## src/rtl/mw_stage_pkg.sv

```systemverilog
// -----------------------------------------------------------------------------
// mw_stage_pkg
// Shared definitions for the M/W pipeline stage of the 5-stage MIPS core:
// opcode/funct constants, the $ra index, Tnew width, writeback decode enums
// and the W-stage register bundle.
// -----------------------------------------------------------------------------
package mw_stage_pkg;

  // Primary opcodes (Instr[31:26])
  localparam logic [5:0] OP_RORDER = 6'h00;
  localparam logic [5:0] OP_ORI    = 6'h0D;
  localparam logic [5:0] OP_LW     = 6'h23;
  localparam logic [5:0] OP_SW     = 6'h2B;
  localparam logic [5:0] OP_BEQ    = 6'h04;
  localparam logic [5:0] OP_LUI    = 6'h0F;
  localparam logic [5:0] OP_JAL    = 6'h03;

  // R-type function codes (Instr[5:0])
  localparam logic [5:0] FN_ADD = 6'h20;
  localparam logic [5:0] FN_SUB = 6'h22;
  localparam logic [5:0] FN_JR  = 6'h08;
  localparam logic [5:0] FN_NOP = 6'h00;

  localparam logic [4:0] RA_IDX = 5'd31;
  localparam int         TNEW_W = 2;

  // Where the GRF write address comes from.
  typedef enum logic [1:0] {
    A3_NONE,
    A3_RD,
    A3_RT,
    A3_RA
  } a3_src_e;

  // Which value is written back.
  typedef enum logic [1:0] {
    WD_ZERO,
    WD_ALU,
    WD_DM,
    WD_PC8
  } wd_sel_e;

  // Everything the W stage keeps from the M stage.
  typedef struct packed {
    logic [31:0]       instr;
    logic [31:0]       pc;
    logic [31:0]       alu;
    logic [31:0]       dm;
    logic [TNEW_W-1:0] tnew;
    logic              valid;
  } w_regs_t;

  // Tnew counts down one per stage and stops at zero.
  function automatic logic [TNEW_W-1:0] tnew_dec(input logic [TNEW_W-1:0] t);
    return (t == '0) ? '0 : t - TNEW_W'(1);
  endfunction

endpackage

```

## src/rtl/mw_stage_wb_decode.sv

```systemverilog
// -----------------------------------------------------------------------------
// wb_decode
// Combinational writeback decoder for the W-stage instruction.
// Ports:
//   opcode  in   Instr_W[31:26]
//   funct   in   Instr_W[5:0]
//   we      out  instruction writes the GRF (before the $0 rule)
//   a3_src  out  source of the write address
//   wd_sel  out  source of the write data
// -----------------------------------------------------------------------------
module wb_decode
  import mw_stage_pkg::*;
(
  input  logic [5:0] opcode,
  input  logic [5:0] funct,
  output logic       we,
  output a3_src_e    a3_src,
  output wd_sel_e    wd_sel
);

  always_comb begin
    // NOTE: every output gets a default before the case so that no path
    // leaves one unassigned, which would otherwise infer a latch.
    we     = 1'b0;
    a3_src = A3_NONE;
    wd_sel = WD_ZERO;
    unique case (opcode)
      OP_RORDER: begin
        // Only add/sub write back; jr, nop and unknown functs do not.
        if (funct == FN_ADD || funct == FN_SUB) begin
          we     = 1'b1;
          a3_src = A3_RD;
          wd_sel = WD_ALU;
        end
      end
      OP_ORI, OP_LUI: begin
        we     = 1'b1;
        a3_src = A3_RT;
        wd_sel = WD_ALU;
      end
      OP_LW: begin
        we     = 1'b1;
        a3_src = A3_RT;
        wd_sel = WD_DM;
      end
      OP_JAL: begin
        we     = 1'b1;
        a3_src = A3_RA;
        wd_sel = WD_PC8;
      end
      default: ;  // sw, beq and unknown opcodes: no write
    endcase
  end

endmodule

```

## src/rtl/mw_stage.sv

```systemverilog
// -----------------------------------------------------------------------------
// mw_stage
// M/W pipeline register plus writeback formation. Captures the M-stage bundle,
// decodes it in W and drives the GRF write port, the W-stage forwarding
// qualifier and Tnew, and counts retired (non-bubble) instructions.
// Ports:
//   clk         in   rising-edge clock
//   reset       in   asynchronous active-low reset
//   en          in   capture enable (0 holds every register)
//   flush       in   load a bubble on the next edge (beats en)
//   Instr_M     in   M-stage instruction
//   PC_M        in   M-stage PC
//   ALUout_M    in   M-stage ALU result
//   DMout_M     in   data-memory read word
//   Tnew_M      in   M-stage Tnew
//   Instr_W     out  registered instruction
//   PC_W        out  registered PC
//   GRF_WE      out  GRF write enable
//   GRF_A3      out  GRF write address
//   GRF_WD      out  GRF write data
//   Tnew_W      out  registered, saturating-decremented Tnew
//   fwd_valid   out  W holds a live register result for forwarding
//   retire_cnt  out  count of non-bubble instructions that reached W
// -----------------------------------------------------------------------------
module mw_stage
  import mw_stage_pkg::*;
#(
  parameter logic [31:0] RESET_PC = 32'h0000_3000,
  parameter int          CNT_W    = 32
) (
  input  logic                clk,
  input  logic                reset,
  input  logic                en,
  input  logic                flush,
  input  logic [31:0]         Instr_M,
  input  logic [31:0]         PC_M,
  input  logic [31:0]         ALUout_M,
  input  logic [31:0]         DMout_M,
  input  logic [TNEW_W-1:0]   Tnew_M,
  output logic [31:0]         Instr_W,
  output logic [31:0]         PC_W,
  output logic                GRF_WE,
  output logic [4:0]          GRF_A3,
  output logic [31:0]         GRF_WD,
  output logic [TNEW_W-1:0]   Tnew_W,
  output logic                fwd_valid,
  output logic [CNT_W-1:0]    retire_cnt
);

  // A bubble is a nop parked at the reset PC; reset and flush both load it.
  localparam w_regs_t BUBBLE = '{
    instr: '0, pc: RESET_PC, alu: '0, dm: '0, tnew: '0, valid: 1'b0
  };

  w_regs_t          w_q;
  logic [CNT_W-1:0] cnt_q;

  // NOTE: state registers use non-blocking assignments so every flop samples
  // the pre-edge values regardless of statement order; the asynchronous reset
  // clears every one of them, so no stale in-flight instruction survives it.
  always_ff @(posedge clk or negedge reset) begin
    if (!reset) begin
      w_q   <= BUBBLE;
      cnt_q <= '0;
    end else if (flush) begin
      w_q   <= BUBBLE;
    end else if (en) begin
      w_q <= '{
        instr: Instr_M,
        pc:    PC_M,
        alu:   ALUout_M,
        dm:    DMout_M,
        tnew:  tnew_dec(Tnew_M),
        valid: (Instr_M != '0)
      };
      if (Instr_M != '0) cnt_q <= cnt_q + CNT_W'(1);
    end
  end

  // ---------------------------------------------------------------------------
  // Writeback formation (combinational from the W registers)
  // ---------------------------------------------------------------------------
  logic    dec_we;
  a3_src_e a3_src;
  wd_sel_e wd_sel;

  wb_decode u_wb_decode (
    .opcode (w_q.instr[31:26]),
    .funct  (w_q.instr[5:0]),
    .we     (dec_we),
    .a3_src (a3_src),
    .wd_sel (wd_sel)
  );

  logic [4:0]  a3_dec;
  logic [31:0] wd_dec;
  logic        we_final;

  always_comb begin
    a3_dec = '0;
    unique case (a3_src)
      A3_RD:   a3_dec = w_q.instr[15:11];
      A3_RT:   a3_dec = w_q.instr[20:16];
      A3_RA:   a3_dec = RA_IDX;
      default: a3_dec = '0;
    endcase

    wd_dec = '0;
    unique case (wd_sel)
      WD_ALU:  wd_dec = w_q.alu;
      WD_DM:   wd_dec = w_q.dm;
      WD_PC8:  wd_dec = w_q.pc + 32'd8;  // wraps modulo 2^32
      default: wd_dec = '0;
    endcase

    // Writes to $0 are dropped entirely, and a bubble never writes.
    we_final = dec_we && w_q.valid && (a3_dec != 5'd0);
  end

  assign GRF_WE     = we_final;
  assign GRF_A3     = we_final ? a3_dec : 5'd0;
  assign GRF_WD     = we_final ? wd_dec : 32'd0;
  assign fwd_valid  = we_final;
  assign Instr_W    = w_q.instr;
  assign PC_W       = w_q.pc;
  assign Tnew_W     = w_q.tnew;
  assign retire_cnt = cnt_q;

endmodule

```

## config.mk

```make
export PLATFORM = sky130hd
export DESIGN_NAME = mw_stage
export DESIGN_NICKNAME = d
export VERILOG_FILES = /design/src/rtl/mw_stage_pkg.sv /design/src/rtl/mw_stage_wb_decode.sv /design/src/rtl/mw_stage.sv
export SDC_FILE = /design/constraint.sdc
export NUM_CORES = 1
export LEC_CHECK = 0
export BUFFER_PORTS_ARGS = -buffer_cell sky130_fd_sc_hd__buf_2
export CAP_MARGIN = 5
export CORE_MARGIN = 4
export CORE_UTILIZATION = 47
export CTS_CLUSTER_DIAMETER = 100
export DETAILED_ROUTE_END_ITERATION = 16
export GPL_ROUTABILITY_DRIVEN = 0
export PLACE_DENSITY = 0.81
export SLEW_MARGIN = 0
export SYNTH_ARGS = -nofsm -noshare
export SYNTH_HDL_FRONTEND = slang
export SYNTH_HIERARCHICAL = 1
export SYNTH_SLANG_ARGS = --single-unit
```

## constraint.sdc

```tcl
create_clock -name clk -period 2.35 [get_ports clk]
set_input_delay 0.235 -clock clk [delete_from_list [all_inputs] [get_ports clk]]
set_output_delay 0.235 -clock clk [all_outputs]
set_load 0.005 [all_outputs]
```

==> results.sh, run 1 <==
export IMPL_drv_slew=0
export IMPL_synth_mux_area_fraction_pct=15.0
export IMPL_detail_route_wl_per_cell_um=18.7
export IMPL_cts_tree="yes"
export IMPL_crit_slowest_cell="dfrtp_1"
export IMPL_path_max_fanout=6
export IMPL_antenna_found_initial=1
export IMPL_firstDrtPassIters=7
export IMPL_fmax_ghz=0.349
export IMPL_grtUsageTotal_pct=24.3
export IMPL_yosysTopAreaCell="dfrtp_1"
export IMPL_ys_seq_area_share_pct=46.5
export IMPL_worst_ir_drop_vdd_uv=474
export IMPL_final_core_util_pct=62.1
export IMPL_hpwl_mm=18.3
export IMPL_drive_gt1_share_pct=37.2
export IMPL_status="complete, but fails checks"
export IMPL_synth_main_ff_cell="dfrtp_1"
export IMPL_post_route_period_util_pct=122
export IMPL_rows=49
export IMPL_die_area_um2=20900
export IMPL_syn_area_um2=8780
export IMPL_h_tree_depth=4
export IMPL_tightest_slew_ns=0.728
export IMPL_layout_nets=1275
export IMPL_insertion_delay_ns=0.42
export IMPL_synth_warnings=6
export IMPL_hold_viol=0
export IMPL_area_growth_pct=28.3
export IMPL_vias=7702
export IMPL_multi_input_area_um2=4140
export IMPL_synth_top_area_share_pct=45.9
export IMPL_overflow=0
export IMPL_p_per_area_nw_per_um2=611
export IMPL_synth_top_cells_by_count="164 x nor2_1, 161 x dfrtp_1, 126 x mux2i_1"
export IMPL_dr_first_iter_drc_count=626
export IMPL_timing_final_ws_setup_ns=-0.519
export IMPL_hp_class="in2reg"
export IMPL_post_synth_top_count_cell="nor2_1"
export IMPL_max_slew_margin_pct=51.5
export IMPL_crit_path_end_kind="primary output"
export IMPL_syn_area_per_cell_um2=9.79
export IMPL_yosys_area_share_simple_pct=16.8
export IMPL_cp_data_required_time_ns=2.12
export IMPL_routed_wl_mm=25.9
export IMPL_drc=0
export IMPL_port_buffers=270
export IMPL_synth_area_leaders="dfrtp_1 46%, mux2i_1 14%, nor2_1 7.0%"
export IMPL_ant_nets=0
export IMPL_clock_sinks=163
export IMPL_hold_slack_ns=0.0363
export IMPL_path_class="reg2out"
export IMPL_clkTransAtPathRegs_ns=0.07
export IMPL_p_leak_nw=5.74
export IMPL_cap_violations=0
export IMPL_skew_ns=0.00813
export IMPL_critPathLaunchType="flop"
export IMPL_synth_top_family_by_area="simple AND/OR/NAND/NOR gates"
export IMPL_synth_fa_ha_area_share_pct=0.285
export IMPL_vias_per_cell=5.57
export IMPL_synth_cell_types=56
export IMPL_synth_nets=1033
export IMPL_tns_ns=-17.57
export IMPL_synth_edf_count=0
export IMPL_synth_compound_area_share_pct=8.12
export IMPL_crit_arrival_ns=2.63
export IMPL_synth_xor_area_share_pct=4.49
export IMPL_core_um2=18100
export IMPL_cp_cell_sequence="and3b_2, a21oi_2, nor2_2, or4_4, o21ai_2, a31o_2, o21bai_4, clkbuf_16, nor2_1, buf_2"
export IMPL_rsz0062_at_grt="true"
export IMPL_die_h_um=145
export IMPL_cts_buffer_depth=2
export IMPL_io_pins=271
export IMPL_register_area_um2=4080
export IMPL_ys_ff_latch=163
export IMPL_synthArstFlopShare_pct=100
export IMPL_cts_root_buffer="clkbuf_16"
export IMPL_numCtsBuffers=17
export IMPL_grt_pass1_vias=7490
export IMPL_path_delay_family="simple AND/OR/NAND/NOR gates"
export IMPL_grt_first_pass_wirelength_mm=39.9
export IMPL_violations="negative setup slack"
export IMPL_die_width_um=145
export IMPL_start_util_pct=48.4
export IMPL_period_minus_slack_ns=2.87
export IMPL_timing_critical_path_buf_inv=2
export IMPL_grt_max_degree=132
export IMPL_setup_violations=38
export IMPL_slowest_delay_ns=0.42
export IMPL_netlist_instances=897
export IMPL_n_fill_cell=1435
[state kept, by name, summed over array words and instances, names as in the netlist]
| signal | count |
|---|---|
| w_q | 65 |
| Instr_W | 32 |
| PC_W | 32 |
| retire_cnt | 32 |
| Tnew_W | 2 |
[layer usage]
metal	global-route usage, %	up-vias	routed length (µm)	share of wire, %
li1	-	3544	-	-
met1	32.8	3739	10700	41
met2	38.7	368	12500	48
met3	5.39	49	2100	8.1
met4	8.64	2	592	2.3
met5	0	-	7	0.027
[cells by family (layout without fill, tap and decap cells)]
kind of cell | after synthesis | after routing
simple gates | 313 | 313
buf+inv | 134 | 389
mux | 131 | 131
fa+ha+maj | 2 | 2
other cells | 0 | 1
xor+xnor | 45 | 45
flops | 163 | 163
compound gates | 109 | 109
[power by group]
group          switching [mW]  internal [mW]
Clock                    1.26           1.53
Combinational           0.488          0.443
Sequential              0.184           2.99
[metrics by stage]
step                worst slack, ns  total power, mW  cells  cell area [µm²]
detailed placement           -0.218             4.12   1337            10300
global route                 -0.602             7.20   1381            11300
finish                       -0.519             6.89   1382            11300
CTS                          -0.494             6.92   1381            11200
floorplan                    0.0123             3.70    897             8780
global placement            -0.0839             4.09   1337            10300
[area by class of cell]
cell class / count / area share (%)
multi-input combinational: 600 / 36.8
clock buffer: 19 / 3.93
antenna: 1 / 0.0222
clock inverter: 13 / 1.27
sequential: 163 / 36.2
inverter: 16 / 0.533
timing repair buffer: 341 / 18.7
tap: 229 / 2.54
[timing repair]
| item | 4_1_cts | 5_1_grt |
|---|---|---|
| pin swaps | 12 | 5 |
| hold buffers | 1 | 0 |
| cloned | 3 | 1 |
| resized for setup | 44 | 20 |
| setup buffers | 10 | 3 |
| setup endpoints to repair | 38 | 39 |
| endpoints found under the hold margin | 52 | 0 |
[layout by cell type, fill, tap and decap left out, drive strengths merged, types with 4 or more instances in the layout]
cell type,n
clkinv,5
nand2,35
nor2,164
and3,4
a22oi,27
xor2,31
nor3,21
dfrtp,161
a21oi,32
mux2i,126
nor4,25
mux2,5
nand3,21
nand2b,4
inv,22
o21ai,21
nand4,16
clkbuf,21
nor2b,6
xnor2,14
buf,338
[path summary, 6_finish.rpt]
kind,from,to,slack (ns),cells past startpoint
worst min register to register,retire_cnt[31],retire_cnt[31],0.47,1
min in group asynchronous,reset,retire_cnt[20],0.34,2
worst max-delay path,Instr_W[28],GRF_WD[15],-0.52,10
worst min-delay path,PC_M[13],PC_W[13],0.04,2
max in group asynchronous,reset,PC_W[13],1.28,3
worst max register to register,retire_cnt[14],retire_cnt[26],0.44,5
Power figures use the tool's default switching activity.
==> run 2, diff against run 1 <==
SYNTH_HIERARCHICAL = not set   (was 1)
==> results.sh, run 2 <==
export IMPL_r2r_slack_ns=0.29
export IMPL_hold_slack_ns=0.0320
export IMPL_cts_root_buffer="clkbuf_16"
export IMPL_synth_nets=1028
export IMPL_drive_gt1_share_pct=41.7
export IMPL_grt_max_degree=80
export IMPL_start_util_pct=48.6
export IMPL_antenna_found_initial=3
export IMPL_area_growth_pct=32.7
export IMPL_crit_top_cell="buf_6"
export IMPL_timing_final_ws_setup_ns=-0.414
export IMPL_die_area_um2=21100
export IMPL_ys_seq_area_share_pct=46.0
export IMPL_crit_arrival_ns=2.53
export IMPL_numCtsBuffers=17
export IMPL_layout_nets=1282
export IMPL_drv_slew=0
export IMPL_cp_cell_sequence="or3b_4, a21o_1, o21ai_2, buf_6, buf_6, o211ai_4, clkbuf_16, a22oi_2, buf_2"
export IMPL_vias_per_cell=5.75
export IMPL_cts_buffer_depth=2
export IMPL_vias=7996
export IMPL_final_core_util_pct=64.5
export IMPL_crit_slowest_cell="dfrtp_2"
export IMPL_crit_path_end_kind="primary output"
export IMPL_n_fill_cell=1378
export IMPL_grtUsageTotal_pct=25.3
export IMPL_p_leak_nw=5.82
export IMPL_rr_worst_depth=5
export IMPL_tightest_slew_ns=0.824
export IMPL_synthArstFlopShare_pct=100
export IMPL_largest_reg_flops=65
export IMPL_post_route_period_util_pct=118
export IMPL_setup_violations=39
export IMPL_drc=0
export IMPL_grtUsageMet2_pct=41.9
export IMPL_dr_first_iter_drc_count=675
export IMPL_min_from="PC_M[13]"
export IMPL_synth_warnings=0
export IMPL_ys_ff_latch=163
export IMPL_syn_area_um2=8870
export IMPL_port_buffers=270
export IMPL_path_class="reg2out"
export IMPL_critPathLaunchType="flop"
export IMPL_detail_route_wl_per_cell_um=20.1
export IMPL_clkTransAtPathRegs_ns=0.07
export IMPL_insertion_delay_ns=0.43
export IMPL_r2r_end="retire_cnt[31]"
export IMPL_top_register="w_q"
export IMPL_skew_ns=0.00796
export IMPL_synth_top_cells_by_count="161 x dfrtp_1, 139 x nor2_1, 126 x mux2i_1"
export IMPL_path_max_fanout=8
export IMPL_status="complete, but fails checks"
export IMPL_grt_busiest_layer="met2"
export IMPL_hold_viol=0
export IMPL_hp_class="in2reg"
export IMPL_max_slew_margin_pct=45.1
export IMPL_hold_depth=2
export IMPL_hold_end="PC_W[13]"
export IMPL_r2r_start="retire_cnt[4]"
export IMPL_crit_start="Instr_W[29]"
export IMPL_die_width_um=145
export IMPL_core_um2=18300
export IMPL_firstDrtPassIters=6
export IMPL_synth_top_area_share_pct=45.4
export IMPL_rows=49
export IMPL_synth_main_ff_cell="dfrtp_1"
export IMPL_overflow=0
export IMPL_mostFrequentLayoutCells="265 x buf_2, 159 x dfrtp_1, 138 x nor2_1"
export IMPL_violations="negative setup slack"
export IMPL_yosysTopAreaCell="dfrtp_1"
export IMPL_die_h_um=145
export IMPL_slowest_delay_ns=0.44
export IMPL_post_synth_top_count_cell="dfrtp_1"
export IMPL_final_common_cell="buf_2"
export IMPL_synth_cell_types=48
export IMPL_met3_usage_pct=5.45
export IMPL_io_pins=271
export IMPL_grt_first_pass_wirelength_mm=43.5
export IMPL_power_mw=7.01
export IMPL_hpwl_mm=18.7
export IMPL_clock_sinks=163
export IMPL_worst_ir_drop_vdd_uv=523
export IMPL_p_per_area_nw_per_um2=595
export IMPL_h_tree_depth=4
export IMPL_grt_pass1_vias=8004
export IMPL_grt_use_met1_pct=33.4
export IMPL_period_minus_slack_ns=2.76
export IMPL_ant_nets=0
export IMPL_fmax_ghz=0.362
export IMPL_netlist_instances=892
export IMPL_synth_area_leaders="dfrtp_1 45%, mux2i_1 14%, nor2_1 5.9%"
export IMPL_routed_wl_mm=27.9
export IMPL_rsz0062_at_grt="true"
export IMPL_cp_data_required_time_ns=2.12
export IMPL_cts_tree="yes"
export IMPL_synth_edf_count=0
export IMPL_syn_area_per_cell_um2=9.95
export IMPL_cap_violations=0
run 2: cell families after synthesis:
group,share of synthesized area [%]
buf+inv,8.90
flops,46.0
fa+ha+maj,0.282
simple gates,15.7
xor+xnor,3.95
mux,15.0
compound gates,10.2
run 2: timing repair:
action	4_1_cts	5_1_grt
buffers inserted	10	2
endpoints found under the setup margin	39	39
gates cloned	4	4
hold buffers	1	0
resized for setup	83	41
pin swaps	30	9
endpoints found under the hold margin	58	0
run 2: critical path, delay by kind of cell, from the launching register on:
kind                   cells  cell delay [ns]
DFF                        1             0.44
buffers and inverters      4             0.60
AOI/OAI and AO/OA          4             0.63
and+or+nand+nor            1             0.43
run 2: worst max path at each step:
stage / to / depth (start not counted)
2_1_floorplan: GRF_WD[31] / 7
4_1_cts: GRF_WD[15] / 7
6_report: GRF_WD[27] / 9
5_1_grt: GRF_WD[19] / 8
3_5_place_dp: GRF_WD[28] / 7
3_3_place_gp: GRF_WD[28] / 7
run 2: power by group:
part           switching [mW]  internal [mW]  leakage, nW
sequential              0.181           3.00         2.14
combinational           0.574          0.501         3.42
clock                    1.25           1.50        0.268
run 2: stage by stage:
step	cells	TNS (ns)	worst slack [ns]	cell area [µm²]
after detailed placement	1338	-0.0779	-0.0566	10500
after global routing	1390	-15.56	-0.492	11800
final	1390	-12.68	-0.414	11800
after global placement	1338	-0.0462	-0.0462	10500
after floorplan	892	0	0.0451	8870
after CTS	1383	-9.99	-0.379	11500
run 2: final cells by class:
cell class                 count  area, µm²  share of cell area, %
multi-input combinational    594       4470                   38.0
sequential                   163       4080                   34.7
timing repair buffer         357       2310                   19.6
clock buffer                  18        439                   3.73
tap                          229        287                   2.43
clock inverter                13        125                   1.06
inverter                      13       48.8                  0.414
antenna                        3       7.51                 0.0637
run 2: metal layers:
layer	vias up	wire, µm
met4	0	807
met1	3893	11400
met2	431	13600
met5	-	0
li1	3604	-
met3	68	2160
==> run 3, diff against run 2 <==
GPL_TIMING_DRIVEN = 0   (was not set)
MAX_ROUTING_LAYER = met4   (was not set)
==> results.sh, run 3 (synthesized netlist as in run 2, its figures left out) <==
export IMPL_clock_power_share_pct=38.1
export IMPL_overflow=0
export IMPL_hpwl_mm=20.0
export IMPL_cap_violations=0
export IMPL_skew_ns=0.00702
export IMPL_clock_sinks=163
export IMPL_die_area_um2=21100
export IMPL_grt_first_pass_wirelength_mm=45.0
export IMPL_fmax_ghz=0.353
export IMPL_die_width_um=145
export IMPL_detail_route_wl_per_cell_um=19.7
export IMPL_timing_final_ws_setup_ns=-0.487
export IMPL_crit_arrival_ns=2.60
export IMPL_grt_max_degree=86
export IMPL_max_slew_margin_pct=43.0
export IMPL_io_pins=271
export IMPL_path_class="reg2out"
export IMPL_internal_power_mw=5.04
export IMPL_cp_data_required_time_ns=2.12
export IMPL_grt_pass1_vias=8399
export IMPL_p_leak_nw=6.06
export IMPL_setup_violations=39
export IMPL_comb_power_share_pct=15.9
export IMPL_dr_first_iter_drc_count=693
export IMPL_worst_ir_drop_vdd_uv=485
export IMPL_cts_buffer_depth=2
export IMPL_die_h_um=145
export IMPL_firstDrtPassIters=5
export IMPL_power_mw=7.01
export IMPL_layout_nets=1363
export IMPL_crit_start="Instr_W[27]"
export IMPL_post_route_period_util_pct=121
export IMPL_violations="negative setup slack"
export IMPL_sequentialPowerShare_pct=45.9
export IMPL_numCtsBuffers=17
export IMPL_final_common_cell="buf_2"
export IMPL_min_from="PC_M[12]"
export IMPL_ant_nets=0
export IMPL_drv_slew=0
export IMPL_final_core_util_pct=66.5
export IMPL_status="complete, but fails checks"
export IMPL_r2r_slack_ns=0.20
export IMPL_drc=0
export IMPL_mostFrequentLayoutCells="269 x buf_2, 147 x dfrtp_1, 138 x nor2_1"
export IMPL_vias_per_cell=5.59
export IMPL_cts_root_buffer="clkbuf_16"
export IMPL_path_max_fanout=5
export IMPL_placed_cells=1391
export IMPL_h_tree_depth=4
export IMPL_start_util_pct=48.6
export IMPL_routed_wl_mm=29.0
export IMPL_hold_viol=0
export IMPL_port_buffers=269
export IMPL_rsz0062_at_grt="true"
export IMPL_clkTransAtPathRegs_ns=0.06
export IMPL_antenna_found_initial=4
export IMPL_grtUsageTotal_pct=27.0
export IMPL_core_um2=18300
export IMPL_insertion_delay_ns=0.43
export IMPL_cts_tree="yes"
export IMPL_period_minus_slack_ns=2.84
export IMPL_layoutNonFillerInstCount=1472
export IMPL_largest_reg_flops=65
export IMPL_power_share_switching_pct=28.1
export IMPL_hp_class="in2reg"
export IMPL_critPathLaunchType="flop"
export IMPL_tightest_slew_ns=0.855
export IMPL_preCtsSetupSlack_ns=-0.702
export IMPL_vias=8227
export IMPL_crit_path_end_kind="primary output"
export IMPL_p_per_area_nw_per_um2=577
export IMPL_top_register="w_q"
export IMPL_drive_gt1_share_pct=43.7
export IMPL_area_growth_pct=37.0
export IMPL_p_sw_mw=1.97
export IMPL_r2r_start="retire_cnt[4]"
export IMPL_rows=49
## run 3: cell count changes in the layout (fill, tap and decap cells not counted), sizes merged
| cell | change |
|---|---|
| clkinvlp | -3 |
| or4 | -1 |
| clkinv | +5 |
| bufbuf | -1 |
| clkbuf | +33 |
| diode | +1 |
| inv | -4 |
| buf | +52 |
## run 3: final timing paths
kind | cells after the start | endpoint
setup / recovery | 8 | GRF_WD[10]
hold / removal | 2 | PC_W[12]
setup reg to reg | 5 | retire_cnt[27]
hold reg to reg | 1 | retire_cnt[31]
max in group asynchronous | 3 | PC_W[15]
min in group asynchronous | 2 | Instr_W[0]
## run 3: through the flow
stage	TNS (ns)	hold WS [ns]	area [µm²]
6_report	-14.47	0.0243	12200
4_1_cts	-10.99	0.0180	11900
3_3_place_gp	-262.24	0.448	10500
5_1_grt	-17.25	0.0186	12200
3_5_place_dp	-24.63	0.260	10500
2_1_floorplan	0	-0.0606	8870
## run 3: repair_timing
| action | in CTS | in global routing |
|---|---|---|
| setup buffers | 30 | 12 |
| cloned | 4 | 2 |
| pin swaps | 38 | 25 |
| setup endpoints to repair | 39 | 42 |
| gates resized for setup | 137 | 54 |
| endpoints found under the hold margin | 76 | 0 |
| hold buffers | 1 | 0 |
## run 3: area by class of cell
type / instances / area (µm²)
clock inverter: 11 / 105
timing repair buffer: 319 / 1830
antenna: 4 / 10.0
clock buffer: 20 / 447
inverter: 13 / 48.8
buffer: 120 / 823
tap: 229 / 287
sequential: 163 / 4100
multi-input combinational: 593 / 4500
fill: 1412 / 6110
## run 3: power by group through the flow
stage | clock (mW) | combinational (mW) | sequential (mW)
2_1_floorplan | 0 | 0.563 | 3.21
3_3_place_gp | 0 | 0.990 | 3.25
5_1_grt | 2.83 | 1.23 | 3.25
4_1_cts | 2.68 | 1.10 | 3.21
3_5_place_dp | 0 | 1.02 | 3.26
6_report | 2.67 | 1.12 | 3.22
## run 3: worst max-delay path: stages (launching register included)
cell,delay [ns]
dfrtp_1,0.41
or3b_4,0.30
a21o_1,0.21
o21ai_4,0.11
a211oi_4,0.51
buf_4,0.23
clkbuf_8,0.17
a21oi_2,0.08
buf_2,0.15
## run 3: routing by layer
metal  global-route usage [%]  up-vias  part of all wire (%)
met2                     42.9      401                    48
met3                     5.79       72                   7.4
met5                        -        -                     0
li1                         -     3758                     -
met4                     9.02        0                   3.3
met1                     34.5     3996                    41
